## src/rtl/cpu_run_if.sv

```systemverilog
// Bundles the run-control request/status signals between the top level and the run controller.
interface cpu_run_if #(
  parameter int XLEN  = 32,
  parameter int CNT_W = 32
);
  logic             start;
  logic [XLEN-1:0]  pc;
  logic [31:0]      instr;
  logic             retire;
  logic             cpu_rst;
  logic             cpu_hold;
  logic [CNT_W-1:0] run_cycles;
  logic [CNT_W-1:0] retired_count;
  logic             done;
  logic [1:0]       status;
  logic [XLEN-1:0]  halt_pc;

  modport master (
    output start, pc, instr, retire,
    input  cpu_rst, cpu_hold, run_cycles, retired_count, done, status, halt_pc
  );

  modport slave (
    input  start, pc, instr, retire,
    output cpu_rst, cpu_hold, run_cycles, retired_count, done, status, halt_pc
  );
endinterface

```

## src/rtl/cpu_run_controller.sv

```systemverilog
// Run controller for the femtoRV32 cores: sequences core reset, bounds the run with a
// cycle budget and reports halt / stall / timeout status.
//
// state | meaning
// IDLE  | core held in reset and frozen, waiting for start
// RESET | core reset asserted for RST_CYCLES cycles, clock enabled
// RUN   | core running; counters advance, terminations evaluated
// DONE  | core frozen out of reset, status valid
module cpu_run_controller #(
  parameter int XLEN        = 32,
  parameter int CNT_W       = 32,
  parameter int RST_CYCLES  = 2,
  parameter int RUN_CYCLES  = 51,
  parameter int STALL_LIMIT = 8
) (
  input logic     clk,
  input logic     rst,
  cpu_run_if.slave bus
);
  typedef enum logic [1:0] {IDLE, RESET, RUN, DONE} state_t;

  localparam logic [31:0] ECALL  = 32'h0000_0073;
  localparam logic [31:0] EBREAK = 32'h0010_0073;
  localparam logic [1:0]  ST_NONE    = 2'd0;
  localparam logic [1:0]  ST_HALT    = 2'd1;
  localparam logic [1:0]  ST_TIMEOUT = 2'd2;
  localparam logic [1:0]  ST_STALL   = 2'd3;

  state_t           state;
  logic [31:0]      rst_cnt;
  logic [XLEN-1:0]  prev_pc;
  logic             prev_valid;
  logic [31:0]      stall_cnt;
  logic             cpu_rst_q, cpu_hold_q, done_q;
  logic [1:0]       status_q;
  logic [CNT_W-1:0] run_cycles_q, retired_q;
  logic [XLEN-1:0]  halt_pc_q;

  logic [CNT_W-1:0] cyc_inc, ret_inc;
  logic [31:0]      stall_nxt;
  logic             is_halt, is_stall, is_timeout;

  always_comb begin
    cyc_inc    = (run_cycles_q == '1) ? run_cycles_q : run_cycles_q + CNT_W'(1);
    ret_inc    = (retired_q == '1) ? retired_q : retired_q + CNT_W'(1);
    stall_nxt  = (prev_valid && (bus.pc == prev_pc)) ? stall_cnt + 32'd1 : 32'd0;
    is_halt    = bus.retire && ((bus.instr == ECALL) || (bus.instr == EBREAK));
    is_stall   = (STALL_LIMIT != 0) && (stall_nxt == 32'(STALL_LIMIT));
    is_timeout = (cyc_inc == CNT_W'(RUN_CYCLES));
  end

  always_ff @(posedge clk or negedge rst) begin
    if (!rst) begin
      state        <= IDLE;
      rst_cnt      <= '0;
      prev_pc      <= '0;
      prev_valid   <= 1'b0;
      stall_cnt    <= '0;
      cpu_rst_q    <= 1'b1;
      cpu_hold_q   <= 1'b1;
      done_q       <= 1'b0;
      status_q     <= ST_NONE;
      run_cycles_q <= '0;
      retired_q    <= '0;
      halt_pc_q    <= '0;
    end else begin
      case (state)
        IDLE, DONE: begin
          if (bus.start) begin
            state        <= RESET;
            rst_cnt      <= 32'(RST_CYCLES - 1);
            cpu_rst_q    <= 1'b1;
            cpu_hold_q   <= 1'b0;
            done_q       <= 1'b0;
            status_q     <= ST_NONE;
            run_cycles_q <= '0;
            retired_q    <= '0;
            halt_pc_q    <= '0;
          end
        end
        RESET: begin
          if (rst_cnt == 32'd0) begin
            state      <= RUN;
            cpu_rst_q  <= 1'b0;
            prev_valid <= 1'b0;
            stall_cnt  <= '0;
          end else begin
            rst_cnt <= rst_cnt - 32'd1;
          end
        end
        RUN: begin
          run_cycles_q <= cyc_inc;
          if (bus.retire) retired_q <= ret_inc;
          prev_pc    <= bus.pc;
          prev_valid <= 1'b1;
          stall_cnt  <= stall_nxt;
          if (is_halt || is_stall || is_timeout) begin
            state      <= DONE;
            cpu_hold_q <= 1'b1;
            done_q     <= 1'b1;
            halt_pc_q  <= bus.pc;
            status_q   <= is_halt ? ST_HALT : (is_stall ? ST_STALL : ST_TIMEOUT);
          end
        end
        default: state <= IDLE;
      endcase
    end
  end

  assign bus.cpu_rst       = cpu_rst_q;
  assign bus.cpu_hold      = cpu_hold_q;
  assign bus.done          = done_q;
  assign bus.status        = status_q;
  assign bus.run_cycles    = run_cycles_q;
  assign bus.retired_count = retired_q;
  assign bus.halt_pc       = halt_pc_q;
endmodule

```

## src/flat_wrapper.sv

```systemverilog
// flat-port wrapper written by rule: the top's interface ports become plain ports
module cpu_run_controller_flat 
#(
  parameter int XLEN        = 32,
  parameter int CNT_W       = 32,
  parameter int RST_CYCLES  = 2,
  parameter int RUN_CYCLES  = 51,
  parameter int STALL_LIMIT = 8
)
  (clk, rst, bus_start, bus_pc, bus_instr, bus_retire, bus_cpu_rst, bus_cpu_hold, bus_run_cycles, bus_retired_count, bus_done, bus_status, bus_halt_pc);
  cpu_run_if #(.XLEN(XLEN), .CNT_W(CNT_W)) bus_i ();
  input logic clk;
  input logic rst;
  input wire logic [$bits(bus_i.start)-1:0] bus_start;
  input wire logic [$bits(bus_i.pc)-1:0] bus_pc;
  input wire logic [$bits(bus_i.instr)-1:0] bus_instr;
  input wire logic [$bits(bus_i.retire)-1:0] bus_retire;
  output wire logic [$bits(bus_i.cpu_rst)-1:0] bus_cpu_rst;
  output wire logic [$bits(bus_i.cpu_hold)-1:0] bus_cpu_hold;
  output wire logic [$bits(bus_i.run_cycles)-1:0] bus_run_cycles;
  output wire logic [$bits(bus_i.retired_count)-1:0] bus_retired_count;
  output wire logic [$bits(bus_i.done)-1:0] bus_done;
  output wire logic [$bits(bus_i.status)-1:0] bus_status;
  output wire logic [$bits(bus_i.halt_pc)-1:0] bus_halt_pc;
  assign bus_i.start = bus_start;
  assign bus_i.pc = bus_pc;
  assign bus_i.instr = bus_instr;
  assign bus_i.retire = bus_retire;
  assign bus_cpu_rst = bus_i.cpu_rst;
  assign bus_cpu_hold = bus_i.cpu_hold;
  assign bus_run_cycles = bus_i.run_cycles;
  assign bus_retired_count = bus_i.retired_count;
  assign bus_done = bus_i.done;
  assign bus_status = bus_i.status;
  assign bus_halt_pc = bus_i.halt_pc;
  cpu_run_controller #(.XLEN(XLEN), .CNT_W(CNT_W), .RST_CYCLES(RST_CYCLES), .RUN_CYCLES(RUN_CYCLES), .STALL_LIMIT(STALL_LIMIT)) u_core (.clk(clk), .rst(rst), .bus(bus_i));
endmodule
```

## config.mk

```make
export PLATFORM = sky130hd
export DESIGN_NAME = cpu_run_controller_flat
export DESIGN_NICKNAME = d
export VERILOG_FILES = /design/src/rtl/cpu_run_if.sv /design/src/rtl/cpu_run_controller.sv /design/src/flat_wrapper.sv
export SDC_FILE = /design/constraint.sdc
export NUM_CORES = 1
export LEC_CHECK = 0
export BUFFER_PORTS_ARGS = -buffer_cell sky130_fd_sc_hd__buf_2
export CELL_PAD_IN_SITES_DETAIL_PLACEMENT = 1
export CELL_PAD_IN_SITES_GLOBAL_PLACEMENT = 2
export CORE_ASPECT_RATIO = 0.75
export CORE_MARGIN = 4
export CORE_UTILIZATION = 35
export CTS_CLUSTER_SIZE = 14
export DETAILED_ROUTE_END_ITERATION = 16
export MAX_ROUTING_LAYER = met4
export PLACE_DENSITY_LB_ADDON = 0.1
export SLEW_MARGIN = 30
export SYNTH_ARGS = -nofsm -noshare
export SYNTH_HDL_FRONTEND = slang
export SYNTH_SLANG_ARGS = --single-unit
```

## constraint.sdc

```tcl
create_clock -name clk -period 3.8 [get_ports clk]
set_input_delay 0.38 -clock clk [delete_from_list [all_inputs] [get_ports clk]]
set_output_delay 0.38 -clock clk [all_outputs]
set_load 0.05 [all_outputs]
```

==> flow_summary_export.csv, run 1 <==
group,metric,value,unit
yosys,synth_flop_cell,"dfrtp_1",
worst_setup_path,cp_top_family,"simple AND/OR/NAND/NOR gates",
floorplanning,row_count,56,
worst_setup_path,slowest_delay,0.52,ns
yosys,async_reset_ff_share,100,%
yosys,synth_area,11300,um^2
clock_network,path_clk_slew,0.08,ns
outcome,status,"complete, no violations",
yosys,syn_avg_cell_area,8.94,um^2
hold_path,min_path_type,"input port to flop",
worst_setup_path,cp_slowest_cell,"dfrtp_1",
clock_network,cts_setup_buffers,0,
worst_setup_path,path_cells,"and4_1, nand4_1, buf_4, o31ai_1, nand4b_1, a2111oi_0, nand4_1, o211ai_2, nand2_4, buf_12, mux2i_1",
drt,drt-initial-drc-count,567,
yosys,synth_nets,1339,
clock_network,tritoncts,"yes",
timing,holdWs,0.189,ns
worst_setup_path,arrival,3.83,ns
grt,first_global_vias,10100,
timing,rsz0062_at_grt,"false",
layout,nets,1506,
clock_network,insertion_delay,0.46,ns
worst_setup_path,cp-startpoint,"u_core.bus.run_cycles[12]",
placed_design,io_buffers,167,
yosys,yosys.cell_types.count,76,
worst_setup_path,reg2reg_from,"u_core.bus.run_cycles[12]",
worst_setup_path,path_buf_inv,2,
floorplanning,dieHeight,164,um
drt,drc_errors,0,
timing,drv_slew,0,
timing,worst_clock_skew,0.0141,ns
worst_setup_path,rrSetupSlack,0.30,ns
floorplanning,core-area,31500,um^2
floorplanning,die_x,215,um
timing,finalHoldViolations,0,
yosys,synth_cells,1264,
yosys,ys_ff_latch,200,
timing,setup_violations,0,
layout,final_cell_mix,"dfrtp_1, buf_2, o21ai_0",
timing,period_minus_slack,3.50,ns
worst_setup_path,path_max_fanout,19,
worst_setup_path,crit_top_cell,"nand4_1",
drt,wl_per_cell,19.3,um
timing,max_freq,286,MHz
drt,drtPass1Iterations,5,
yosys,yosysWarningCount,0,
floorplanning,floorplan.initialDensity,35.8,%
drt,ant_nets,0,
worst_setup_path,ff2ff_path_depth,11,
clock_network,cts_sinks,200,
floorplanning,die_area,35300,um^2
worst_setup_path,start_kind,"flop",
timing,slew_headroom,38.2,%
worst_setup_path,worstSetupEndpointType,"flop",
timing,finalSetupTns,0,ns
timing,fin_crit_sh,92.0,%
grt,grt_max_degree,108,
floorplanning,pin_count,169,
power_and_ir_drop,vdd_drop_max,0.365,mV
layout,drive_gt1_share,19.2,%
placed_design,place_congestion,0.835,
clock_network,cts-root-buf,"clkbuf_16",
worst_setup_path,cp.required,4.13,ns
power_and_ir_drop,p_leak,0.00622,uW
grt,antenna_found_initial,9,
job,cap_violations,0,
clock_network,cts_buffer_depth,2,
layout,mostFrequentLayoutCell,"dfrtp_1",
yosys,seq_area_frac_synth,44.3,%
grt,grt_first_pass_wirelength,58100,um
hold_path,min_path_cells,3,
clock_network,cts_made_buffers,17,
hold_path,min_to,"u_core.prev_pc[12]",
drt,drt-total-wl,35800,um
drt,via_per_inst,5.45,
grt,grt.overflow.total,0,
power_and_ir_drop,p_per_area,617,nW/um^2
drt,vias,10100,
yosys,synth-edff-count,0,
hold_path,hold_start,"bus_pc[12]",
worst_setup_path,path_class,"flop to flop",
clock_network,htreeDepth,4,
layout,areaGrowthSynthToFinish,18.8,%
grt,grt_usage,21.1,%
timing,worst-slew-pin-transition,0.925,ns
worst_setup_path,r2r_end,"u_core.bus.halt_pc[22]",
placed_design,dp_hpwl,25900,um
cells in the mapped netlist, types with 3 or more instances:
cell	n	area [um^2]
a21o_1	5	37.5
a21oi_1	42	210
a22o_1	10	87.6
a31oi_1	15	93.8
a41oi_1	3	26.3
and2_1	14	87.6
and3_1	15	93.8
and4_1	17	149
buf_2	21	105
buf_6	4	45.0
clkbuf_1	43	161
clkbuf_2	3	15.0
dfrtp_1	198	4950
ha_1	7	87.6
inv_1	73	274
mux2i_1	35	350
nand2_1	115	432
nand2b_1	4	25.0
nand3_1	60	300
nand3b_1	3	22.5
nand4_1	43	269
nand4b_1	4	35.0
nor2_1	116	435
nor2b_1	11	68.8
nor3_1	27	135
nor4_1	30	188
nor4_4	3	63.8
nor4b_1	5	43.8
o211ai_1	5	37.5
o21ai_0	117	586
o22ai_1	4	25.0
o31ai_1	29	218
o41ai_1	7	61.3
or2_2	3	18.8
or3_1	13	81.3
or4_1	10	75.1
xnor2_1	43	377
xor2_1	56	490
metal layers:
metal	routed length [um]	GRT usage, %
met4	246	3.16
met3	2110	5.93
met5	0	-
met1	18400	31.1
met2	15100	29.2
worst min-delay path, cell delays in order:
cell and delay, ns:
buf_2 0.10, nand2_1 0.06, o21ai_0 0.07
registers in the layout (all words and copies together) (netlist names):
| register | flops |
|---|---|
| u_core.state | 2 |
| u_core.bus.halt_pc | 32 |
| u_core.bus.run_cycles | 32 |
| u_core.stall_cnt | 32 |
| u_core.prev_valid | 1 |
| u_core.bus.retired_count | 32 |
| u_core.bus.status | 2 |
| u_core.rst_cnt | 32 |
| u_core.bus.done | 1 |
| u_core.bus.cpu_rst | 1 |
| u_core.prev_pc | 32 |
| u_core.bus.cpu_hold | 1 |
cell families after synthesis:
kind of cell / Yosys count / synth area share, %
AND/OR/NAND/NOR: 508 / 24.0
multiplexers: 38 / 3.40
AO/OA/AOI/OAI: 265 / 14.4
adder cells (fa/ha/maj): 7 / 0.775
XOR/XNOR: 99 / 7.67
flip-flops: 200 / 44.3
buffers and inverters: 147 / 5.45
power breakdown:
group | switching (uW) | total (uW) | internal (uW) | leakage (uW)
registers | 340 | 2950 | 2610 | 0.00270
clock network | 910 | 1850 | 937 | 0.000273
logic | 2370 | 3480 | 1100 | 0.00325
worst max-delay path by stage:
stage                     depth (start not counted)                      to  slack (ns)
after global routing                             11   u_core.bus.halt_pc[5]        0.04
final                                            11  u_core.bus.halt_pc[22]        0.30
after floorplan                                  11  u_core.bus.halt_pc[24]        0.42
after CTS                                        11  u_core.bus.halt_pc[22]        0.13
after global placement                           12   u_core.bus.halt_pc[1]        0.11
after detailed placement                         12  u_core.bus.halt_pc[22]        0.07
final cells by class:
type	instances	area, um^2
Fill cell	3697	18100
Antenna cell	10	25.0
Timing Repair Buffer	221	1340
Clock inverter	11	115
Clock buffer	20	447
Multi-Input combinational cell	917	5710
Sequential cell	200	5010
Inverter	74	278
Tap cell	406	508
metrics by stage:
stage | utilization, % | cell area [um^2] | std cells | setup slack [ns] | total power (uW)
after detailed placement | 40.5 | 12800 | 1816 | 0.0705 | 6490
after global placement | 40.5 | 12800 | 1816 | 0.112 | 6410
final | 42.6 | 13400 | 1859 | 0.303 | 8280
after global routing | 42.6 | 13400 | 1858 | 0.0435 | 8860
after floorplan | - | 11300 | 1264 | 0.422 | 5380
after CTS | 42.3 | 13300 | 1847 | 0.134 | 8380
timing repair:
item / in CTS / in global routing
resized for setup: 0 / 2
endpoints found under the hold margin: 0 / 38
setup endpoints to repair: 0 / 4
hold buffers: 0 / 1
No activity file was read; power rests on OpenSTA's default activity.
==> run 2, diff against run 1 <==
Settings changed: GPL_TIMING_DRIVEN set to 0, HOLD_SLACK_MARGIN set to 0.08.
==> flow_summary_export.csv, run 2 (synthesis gave the netlist of run 1 again) <==
group,metric,value,unit
floorplanning,die_x,215,um
grt,grt.overflow.total,0,
timing,holdWs,0.182,ns
worst_setup_path,slowest_delay,0.48,ns
drt,wl_per_cell,20.6,um
layout,final_cell_mix,"dfrtp_1, buf_2, o21ai_0",
drt,drc_errors,0,
drt,via_per_inst,5.50,
placed_design,dp_hpwl,28400,um
clock_network,path_clk_slew,0.08,ns
worst_setup_path,arrival,3.86,ns
placed_design,place_congestion,0.887,
timing,period_minus_slack,3.56,ns
clock_network,cts_buffer_depth,2,
clock_network,tritoncts,"yes",
worst_setup_path,cp.required,4.10,ns
floorplanning,floorplan.initialDensity,35.8,%
layout,nets,1537,
placed_design,dpl_worst_slack,-0.341,ns
layout,final_util,42.9,%
layout,fillers,3806,
drt,drtPass1Iterations,5,
timing,drv_slew,0,
timing,worst-slew-pin-transition,0.888,ns
drt,drt-total-wl,38900,um
clock_network,htreeDepth,4,
clock_network,insertion_delay,0.46,ns
timing,worst_clock_skew,0.0226,ns
timing,rsz0062_at_grt,"false",
floorplanning,pin_count,169,
grt,grt_first_pass_wirelength,61100,um
grt,first_global_vias,10400,
grt,antenna_found_initial,8,
worst_setup_path,crit_top_cell,"nand4_1",
power_and_ir_drop,p_leak,0.00626,uW
grt,grt_usage,22.6,%
worst_setup_path,cp_slowest_cell,"a2111oi_1",
clock_network,cts_made_buffers,17,
floorplanning,row_count,56,
drt,vias,10400,
hold_path,min_path_type,"input port to flop",
worst_setup_path,path_class,"flop to flop",
grt,grt_max_degree,80,
power_and_ir_drop,p_per_area,621,nW/um^2
floorplanning,core-area,31500,um^2
timing,fin_crit_sh,93.6,%
worst_setup_path,worstSetupEndpointType,"flop",
worst_setup_path,path_max_fanout,10,
timing,setup_violations,0,
job,cap_violations,0,
layout,areaGrowthSynthToFinish,19.8,%
timing,finalHoldViolations,0,
timing,max_freq,281,MHz
power_and_ir_drop,power,8410,uW
floorplanning,dieHeight,164,um
outcome,status,"complete, no violations",
drt,drt-initial-drc-count,639,
layout,mostFrequentLayoutCell,"dfrtp_1",
worst_setup_path,start_kind,"flop",
power_and_ir_drop,vdd_drop_max,0.386,mV
worst_setup_path,path_cells,"buf_2, nand4_1, nor4_1, nand2_1, a211o_1, a2111oi_1, nand4_1, o211ai_4, nand2_4, buf_6, o2bb2ai_1",
drt,ant_nets,0,
clock_network,cts_sinks,200,
clock_network,cts-root-buf,"clkbuf_16",
placed_design,io_buffers,167,
timing,setup_ws,0.241,ns
layout,drive_gt1_share,19.3,%
timing,slew_headroom,40.3,%
floorplanning,die_area,35300,um^2
-- run 2: power breakdown --
group	total (uW)	internal (uW)	switching, uW	leakage, uW
registers	2980	2610	369	0.00270
clock network	1870	956	909	0.000272
logic	3560	1080	2490	0.00329
total	8410	4640	3770	0.00626
-- run 2: layout make-up --
class                      instances  area, um^2  area share (%)
clock inverter                    10         113           0.832
timing repair buffer             184        1020            7.50
inverter                          74         278            2.05
buffer                            68         320            2.37
sequential                       200        5010            37.0
clock buffer                      21         460            3.40
multi-input combinational        917        5820            43.0
antenna                            8        20.0           0.148
tap                              406         508            3.75
-- run 2: path summary, 6_finish.rpt --
path / slack, ns / cells after the start / from / end
setup / recovery: 0.24 / 11 / u_core.bus.run_cycles[17] / u_core.bus.status[1]
hold / removal: 0.18 / 3 / bus_pc[6] / u_core.prev_pc[6]
setup reg to reg: 0.24 / 11 / u_core.bus.run_cycles[17] / u_core.bus.status[1]
hold reg to reg: 0.49 / 1 / u_core.bus.done / u_core.bus.done
max in group asynchronous: 2.59 / 3 / rst / u_core.bus.cpu_hold
min in group asynchronous: 0.41 / 2 / rst / u_core.bus.run_cycles[3]
-- run 2: worst max-delay path: cells and delay by family (launching register included) --
kind	cells	cell delay [ns]
buffers and inverters	2	0.44
DFF	1	0.34
AOI/OAI and AO/OA	4	1.30
and+or+nand+nor	5	1.32
-- run 2: stage by stage --
| stage | cell area (um^2) | cells | TNS, ns |
|---|---|---|---|
| 2_1_floorplan | 11300 | 1264 | 0 |
| 3_3_place_gp | 12600 | 1837 | -296.67 |
| 3_5_place_dp | 12700 | 1839 | -10.51 |
| 4_1_cts | 13300 | 1871 | 0 |
| 5_1_grt | 13500 | 1888 | 0 |
| 6_report | 13500 | 1888 | 0 |
-- run 2: repair_timing --
action                                 in CTS  in global routing
gates cloned                                0                  0
endpoints found under the hold margin      43                  0
setup buffers                               2                 12
setup endpoints to repair                  38                 71
hold buffers                                1                  0
pin swaps                                   1                  5
gates resized for setup                     6                 23
-- run 2: routing by layer --
metal  track usage (%)  part of all wire, %  vias up
li1                  -                    -     4926
met1              32.8                   51     5217
met2              31.7                   42      203
met3              6.04                  5.6       30
met4              4.59                  1.2        0
met5                 -                    0        -
